File: src/rtl/crc_hex_display.sv
// crc_hex_display: double-buffered 4-digit hex seven-segment driver; LEADING_ZERO_BLANK_EN blanks leading zero digits
`timescale 1ns/1ps
module crc_hex_display #(
  parameter int REFRESH_DIV = 100000
) (
  input  logic        CLK,
  input  logic        RESET_N,
  input  logic [15:0] DATA_IN,
  input  logic        DATA_VALID,
  output logic        DATA_READY,
  output logic [3:0]  ANODES,
  output logic [6:0]  SEGMENTS,
  output logic        DP
);
  localparam int PW = $clog2(REFRESH_DIV);
  localparam logic [111:0] HEX = {7'h0E, 7'h06, 7'h21, 7'h46, 7'h03, 7'h08, 7'h10, 7'h00,
                                  7'h78, 7'h02, 7'h12, 7'h19, 7'h30, 7'h24, 7'h79, 7'h40};
  logic [PW-1:0] prescaler;
  logic [1:0]    digit_idx;
  logic [1:0]    next_idx;
  logic [15:0]   pending_reg;
  logic [15:0]   display_reg;
  logic [15:0]   eff;
  logic [3:0]    nib;
  logic          pending_full;
  logic          tick;
  logic          commit;
  logic          blank;
  assign tick       = prescaler == PW'(REFRESH_DIV - 1);
  assign commit     = tick && digit_idx == 2'd3 && pending_full;
  assign next_idx   = digit_idx + 2'd1;
  assign eff        = commit ? pending_reg : display_reg;
  assign nib        = eff[{next_idx, 2'b00} +: 4];
  assign DATA_READY = !pending_full;
  assign DP         = 1'b1;
`ifdef LEADING_ZERO_BLANK_EN
  logic [1:0] msd;
  assign msd   = |eff[15:12] ? 2'd3 : |eff[11:8] ? 2'd2 : |eff[7:4] ? 2'd1 : 2'd0;
  assign blank = next_idx > msd;
`else
  assign blank = 1'b0;
`endif
  // digit slot timer: prescaler wraps on tick, which advances the scanned digit
  always_ff @(posedge CLK or negedge RESET_N)
    if (!RESET_N) begin
      prescaler <= '0;
      digit_idx <= 2'd3;
    end else begin
      prescaler <= tick ? '0 : prescaler + 1'b1;
      if (tick) digit_idx <= next_idx;
    end
  // pending buffer captures on handshake and moves to the display at the frame boundary
  always_ff @(posedge CLK or negedge RESET_N)
    if (!RESET_N) begin
      pending_full <= 1'b0;
      pending_reg  <= '0;
      display_reg  <= '0;
    end else if (commit) begin
      display_reg  <= pending_reg;
      pending_full <= 1'b0;
    end else if (DATA_VALID && !pending_full) begin
      pending_reg  <= DATA_IN;
      pending_full <= 1'b1;
    end
  // registered digit drive, loaded only on tick so each digit holds for a full slot
  always_ff @(posedge CLK or negedge RESET_N)
    if (!RESET_N) begin
      ANODES   <= 4'hF;
      SEGMENTS <= 7'h7F;
    end else if (tick) begin
      ANODES   <= blank ? 4'hF : ~(4'b0001 << next_idx);
      SEGMENTS <= blank ? 7'h7F : HEX[nib*7 +: 7];
    end
endmodule
File: config.mk
export PLATFORM = sky130hd
export DESIGN_NAME = crc_hex_display
export DESIGN_NICKNAME = d
export VERILOG_FILES = /design/src/rtl/crc_hex_display.sv
export SDC_FILE = /design/constraint.sdc
export NUM_CORES = 1
export LEC_CHECK = 0
export ABC_AREA = 1
export CAP_MARGIN = 10
export CORE_MARGIN = 2
export CORE_UTILIZATION = 60
export DETAILED_ROUTE_END_ITERATION = 16
export PLACE_DENSITY = 0.83
export SLEW_MARGIN = 20
export SYNTH_ARGS = -nofsm -noshare
export SYNTH_HDL_FRONTEND = slang
export SYNTH_SLANG_ARGS = --single-unit
File: constraint.sdc
create_clock -name CLK -period 6.8 [get_ports CLK]
set_clock_uncertainty 0.15 [all_clocks]
set_input_delay 1.02 -clock CLK [delete_from_list [all_inputs] [get_ports CLK]]
set_output_delay 1.02 -clock CLK [all_outputs]
set_load 0.03 [all_outputs]
---- After elaboration in Yosys (flattened, before gate mapping) ----
Index checks and enable logic that the tools add are counted.
word-level totals
  flip-flop bits (word level) ............. 63
  bits in latches ......................... 0
  RAM bits ................................ 0
  memory bits (read-only) ................. 0
  output and inout port bits .............. 13
  logic and storage cells ................. 27
  memories kept ........................... 0
cells by class
  add/sub/neg operators ................... 2
  $mul .................................... 1
  div/mod/pow operators ................... 0
  order comparisons ....................... 0
  eq/ne operators ......................... 2
  shift-type cells ........................ 3
  mux-type cells .......................... 4
  bitwise gates (word level) .............. 2
  reduce and logical (&&, ||, !) cells .... 6
operators by type and width
  kind                                                                           count
  112-bit by 8-bit indexed part select with 7-bit output (first input constant)  1
  17-bit by 1-bit adder with 17-bit output (second input constant)               1
  17-bit == test (second input constant)                                         1
  17-bit two-way mux                                                             1
  16-bit two-way mux                                                             1
  16-bit by 5-bit indexed part select with 4-bit output                          1
  4-bit by 3-bit multiplier with 7-bit output (second input constant)            1
  4-bit inverter                                                                 1
  1-bit by 2-bit left shift with 4-bit output (first input constant)             1
  1-bit logical AND                                                              3
  2-bit by 1-bit adder with 2-bit output (second input constant)                 1
  2-bit == test (second input constant)                                          1
  1-bit two-way mux                                                              2
  2-bit AND reduction                                                            1
  2-bit nonzero test                                                             1
  1-bit zero test                                                                1
  1-bit inverter                                                                 1

---- Depth between registers and ports, before layout ----
  depth after elaboration ................. 7
  gate-level depth with buffers ........... 21

---- Worst setup path after synthesis ----
Ideal clock, no wire load.
  path type ............................... register to register
  start ................................... register prescaler[0]
  end ..................................... register SEGMENTS[3]
  library setup time ...................... 0.060 ns
  data arrival time ....................... 2.217 ns
  required time ........................... 6.590 ns
  slack ................................... 4.373 ns
  stages on the path, launching flop included .. 22
  path buffers ............................ 1
  cells stage by stage .................... dfrtp_1 ha_1 nand3_2 clkinv_1 nand3_2 nor2_8 nand3_4 buf_6 nand2_1 nand2_1 nand2_1 nand2_1 nand2_1 nand2_2 inv_2 ha_1 inv_1 nand3_1 nand3_1 nand2_1 nand2_1 nand2_1
between the ends
  word-level cells in the longest chain between the ends .. 7
RTL lines
  element                                                 RTL line  RTL
  start, declared                                         18        logic [PW-1:0] prescaler;
  start signal, assigned                                  49        prescaler <= tick ? '0 : prescaler + 1'b1;
  17-bit == test                                          29        assign tick = prescaler == PW'(REFRESH_DIV - 1);
  1-bit logical AND (2 in series)                         30        assign commit = tick && digit_idx == 2'd3 && pending_full;
  16-bit two-way mux                                      -
  net eff[9]                                              23        logic [15:0] eff;
  16-bit by 5-bit indexed part select with 4-bit output   33        assign nib = eff[{next_idx, 2'b00} +: 4];
  4-bit by 3-bit multiplier with 7-bit output             72        SEGMENTS <= blank ? 7'h7F : HEX[nib*7 +: 7];
  112-bit by 8-bit indexed part select with 7-bit output  72
  end signal, assigned                                    72
  end, declared                                           12        output logic [6:0] SEGMENTS,
The timed path passes the listed nets, and every way through them passes these cells.
A chain may end at the register's enable or synchronous reset.

---- Worst setup path after layout ----
  start ................................... register digit_idx[0]
  end ..................................... register SEGMENTS[3]
between the ends
  word-level cells in the longest chain between the ends .. 7
  elaborated cells between the ends (all ways) .. 8
  those cells by class .................... add/sub: 1; mul: 1; eq/ne: 1; shift: 2; mux: 1; reduce/logical: 2
RTL lines
  element                                                 RTL line  RTL
  start, declared                                         19        logic [1:0] digit_idx;
  start signal, assigned                                  50        if (tick) digit_idx <= next_idx;
  2-bit == test                                           30
  1-bit logical AND (2 in series)                         30
  16-bit two-way mux                                      -
  net eff[13]                                             23
  16-bit by 5-bit indexed part select with 4-bit output   33
  4-bit by 3-bit multiplier with 7-bit output             72
  112-bit by 8-bit indexed part select with 7-bit output  72
The timed path passes the listed nets, and every way through them passes these cells.

==> reports/qor.yml <==
min_period_ns: 3.140
cts_max_path_buffers: 2
critical_path.startpoint: "digit_idx[0]"
critical-path-top-delay-family: "simple AND/OR/NAND/NOR gates"
crit_path_top_delay_cell: "sky130_fd_sc_hd__dfstp_2"
largest_net_degree_at_the_start_of_global_routing: 64
port-buffer-count: 30
number_of_flops_mapped_to_enable_cells_by_yosys: 0
grt_pass1_vias: 2687
tightest_slew_ns: 0.7775
ir_drop_mv: 0.2186
largest_reg_flops: 17
synth_area_leader_cell: "sky130_fd_sc_hd__dfrtp_1"
drt_first_iter_violations: 165
hold_ws_ns: 0.3149
post_cts.repair.setup_buffers: 0
htree_levels: 3
critical_path_buf_inv_count: 2
run_status: "completed"
reg2reg_to: "SEGMENTS[3]"
postSynthNetCount: 415
die_w_um: 78.12
die_h_um: 78.12
hpwlAfterDp_mm: 4.738
finalWeightedCongestion: 0.8766
top_level_ports: 32
yosysUniqueCellTypes: 35
initial_utilization_pct: 63.32
clkTransAtPathRegs_ns: 0.06
worst_ep_required_time_ns: 6.92
avgSynthCellArea_um2: 8.560
crit_path_end: "SEGMENTS[3]"
cell_mode_on_critical_path: "sky130_fd_sc_hd__nand2_1"
syn-cell-area_um2: 3296
worst_slew_margin_relative_to_its_limit_pct: 48.17
critPathKind: "flop to flop"
max_capacitance_violation_count: 0
cts_inserted_buffers: 9
layout-drive-gt1-share_pct: 15.31
cts_root_buf: "sky130_fd_sc_hd__clkbuf_8"
detailroute.via_count: 2674
max_clk_rate_ghz: 0.3184
grt.overflow.total: 0
postRouteWirelength_mm: 6.733
power.density_nw_per_um2: 189.8
nets: 443
postCtsResizedCells: 0
critical_path.reg2reg.startpoint: "digit_idx[0]"
timing.reg2reg.worst_path_depth: 15
detail_route.wl_per_cell_um: 13.80
holdCritPathClass: "flop to flop"
final-setup-viol-count: 0
diodes: 0
cts_hold_repair.buffers: 0
drc: 0
tritoncts: "built"
cp_data_arrival_time_ns: 3.26
yosysTopAreaCellShare_pct: 37.97
clkLatencyLatePin_ns: 0.34
syn2layout_area_growth_pct: 15.03
antenna_violating_nets_post_route: 0
postSynthCellCount: 385
vias_per_cell: 5.480
rows: 26
firstDrtPassIters: 5
core_util_final_pct: 72.84
area_of_the_core_um2: 5205
yosys-top-cells-area: "sky130_fd_sc_hd__dfrtp_1, sky130_fd_sc_hd__nand2_1, sky130_fd_sc_hd__dfstp_2"
reg2reg_setup_slack_ns: 3.66
finalHoldViolCount: 0
grt_usage_pct: 24.94
number_of_cells_on_the_critical_path: 15
critical_path_cell_by_cell: "ha_1 > nand3_4 > o21ai_1 > nand2_1 > nand2_1 > nand2_1 > nand2_2 > inv_2 > ha_1 > inv_1 > nand3_1 > nand3_1 > nand2_1 > nand2_1 > nand2_1"
power.leakage_nw: 1.875
timing.final.crit_share_pct: 46.18
timing.critical_path.to_type: "flop"
yosysWarnings: 0
asyncSetResetFlopFracSynth_pct: 100.0
critical_path.max_fanout: 19
antenna_found_initial: 0
yosys_register_bits: 63
final_max_slew_viol_count: 0
synth-main-ff-cell: "sky130_fd_sc_hd__dfrtp_1"
wire_length_of_the_first_global_routing_pass_mm: 11.79
design.die.area_um2: 6102
setup-tns-final_ns: 0
clkSinkCount: 63
max_stage_delay_ns: 0.68
synth_seq_area_share_pct: 48.33
rsz0062_at_grt: "no"
setup.worst_path.start_class: "flop"
## stage by stage
| step | total power, mW | setup WS [ns] | instance area [µm²] | instances |
|---|---|---|---|---|
| floorplan | 0.4075 | 4.373 | 3296 | 385 |
| global placement | 0.4272 | 3.850 | 3611 | 472 |
| detailed placement | 0.4289 | 3.711 | 3611 | 472 |
| CTS | 0.7253 | 3.678 | 3791 | 488 |
| global route | 0.7521 | 3.338 | 3791 | 488 |
| finish | 0.7196 | 3.660 | 3791 | 488 |
## layout by cell type, fill, tap and decap left out, drive strengths merged
cell type and instances:
nand2 116, dfrtp 50, inv 40, nand3 36, clkdlybuf4s50 29, nor2 29, nand4 17, clkbuf 16
dfstp 13, o21ai 13, a21oi 12, mux2 12, ha 11, nor4 5, nor3 4, xor2 4
clkinv 3, a31oi 2, buf 2, o41ai 1, a211oi 1, o211ai 1, conb 1
## cell families after synthesis
group / count (synthesis) / synth area share [%]
XOR/XNOR: 4 / 1.063
AND/OR/NAND/NOR: 207 / 30.11
AO/OA/AOI/OAI: 30 / 4.898
adder cells (fa/ha/maj): 11 / 4.176
flip-flops: 63 / 48.33
multiplexers: 12 / 4.100
other: 1 / 0.1138
buffers and inverters: 57 / 7.213
## routing by layer
metal | track usage [%] | part of all wire [%] | vias up
met2 | 41.81 | 50 | 78
met5 | 0 | 0 | -
met1 | 29.75 | 43 | 1273
li1 | - | - | 1304
met3 | 7.011 | 4.7 | 19
met4 | 11.75 | 2.4 | 0
## tightest hold or removal path, cell delays in order, from the launching register on
cell                      delay [ns]
sky130_fd_sc_hd__dfstp_2        0.37
sky130_fd_sc_hd__nand2_1        0.05
sky130_fd_sc_hd__nand2_1        0.05
## worst min-delay path by stage
| stage | startpoint | to | slack, ns | depth (start not counted) |
|---|---|---|---|---|
| after detailed placement | SEGMENTS[3] | SEGMENTS[3] | 0.31 | 2 |
| final | SEGMENTS[3] | SEGMENTS[3] | 0.31 | 2 |
| after global routing | SEGMENTS[2] | SEGMENTS[2] | 0.33 | 2 |
| after CTS | SEGMENTS[3] | SEGMENTS[3] | 0.32 | 2 |
| after floorplan | prescaler[0] | prescaler[0] | 0.28 | 1 |
| after global placement | prescaler[0] | prescaler[0] | 0.29 | 1 |
## Yosys cell counts (3+ instances only)
| master | n |
|---|---|
| sky130_fd_sc_hd__nand2_1 | 108 |
| sky130_fd_sc_hd__dfrtp_1 | 50 |
| sky130_fd_sc_hd__inv_1 | 34 |
| sky130_fd_sc_hd__nand3_1 | 29 |
| sky130_fd_sc_hd__nor2_1 | 28 |
| sky130_fd_sc_hd__nand4_1 | 16 |
| sky130_fd_sc_hd__dfstp_2 | 13 |
| sky130_fd_sc_hd__a21oi_1 | 12 |
| sky130_fd_sc_hd__mux2_2 | 12 |
| sky130_fd_sc_hd__ha_1 | 11 |
| sky130_fd_sc_hd__o21ai_0 | 10 |
| sky130_fd_sc_hd__buf_2 | 6 |
| sky130_fd_sc_hd__inv_2 | 6 |
| sky130_fd_sc_hd__nand2_2 | 6 |
| sky130_fd_sc_hd__nand3_2 | 6 |
| sky130_fd_sc_hd__clkbuf_1 | 4 |
| sky130_fd_sc_hd__nor3_1 | 4 |
| sky130_fd_sc_hd__nor4_1 | 4 |
| sky130_fd_sc_hd__xor2_1 | 4 |
| sky130_fd_sc_hd__o21ai_1 | 3 |
## cell type report
cell class | count | area, µm²
clock buffers | 16 | 180.2
repair buffers | 31 | 302.8
fillers | 403 | 1414
multi-input cells | 265 | 1465
well taps | 70 | 87.58
flip-flops and latches | 63 | 1593
inverters | 43 | 162.7
## report_power, final
group,switching (mW),internal [mW],total [mW]
clock,0.135,0.163,0.298
combinational,0.0136,0.0161,0.0297
sequential,0.00575,0.386,0.392
No activity file was read; power rests on OpenSTA's default activity.
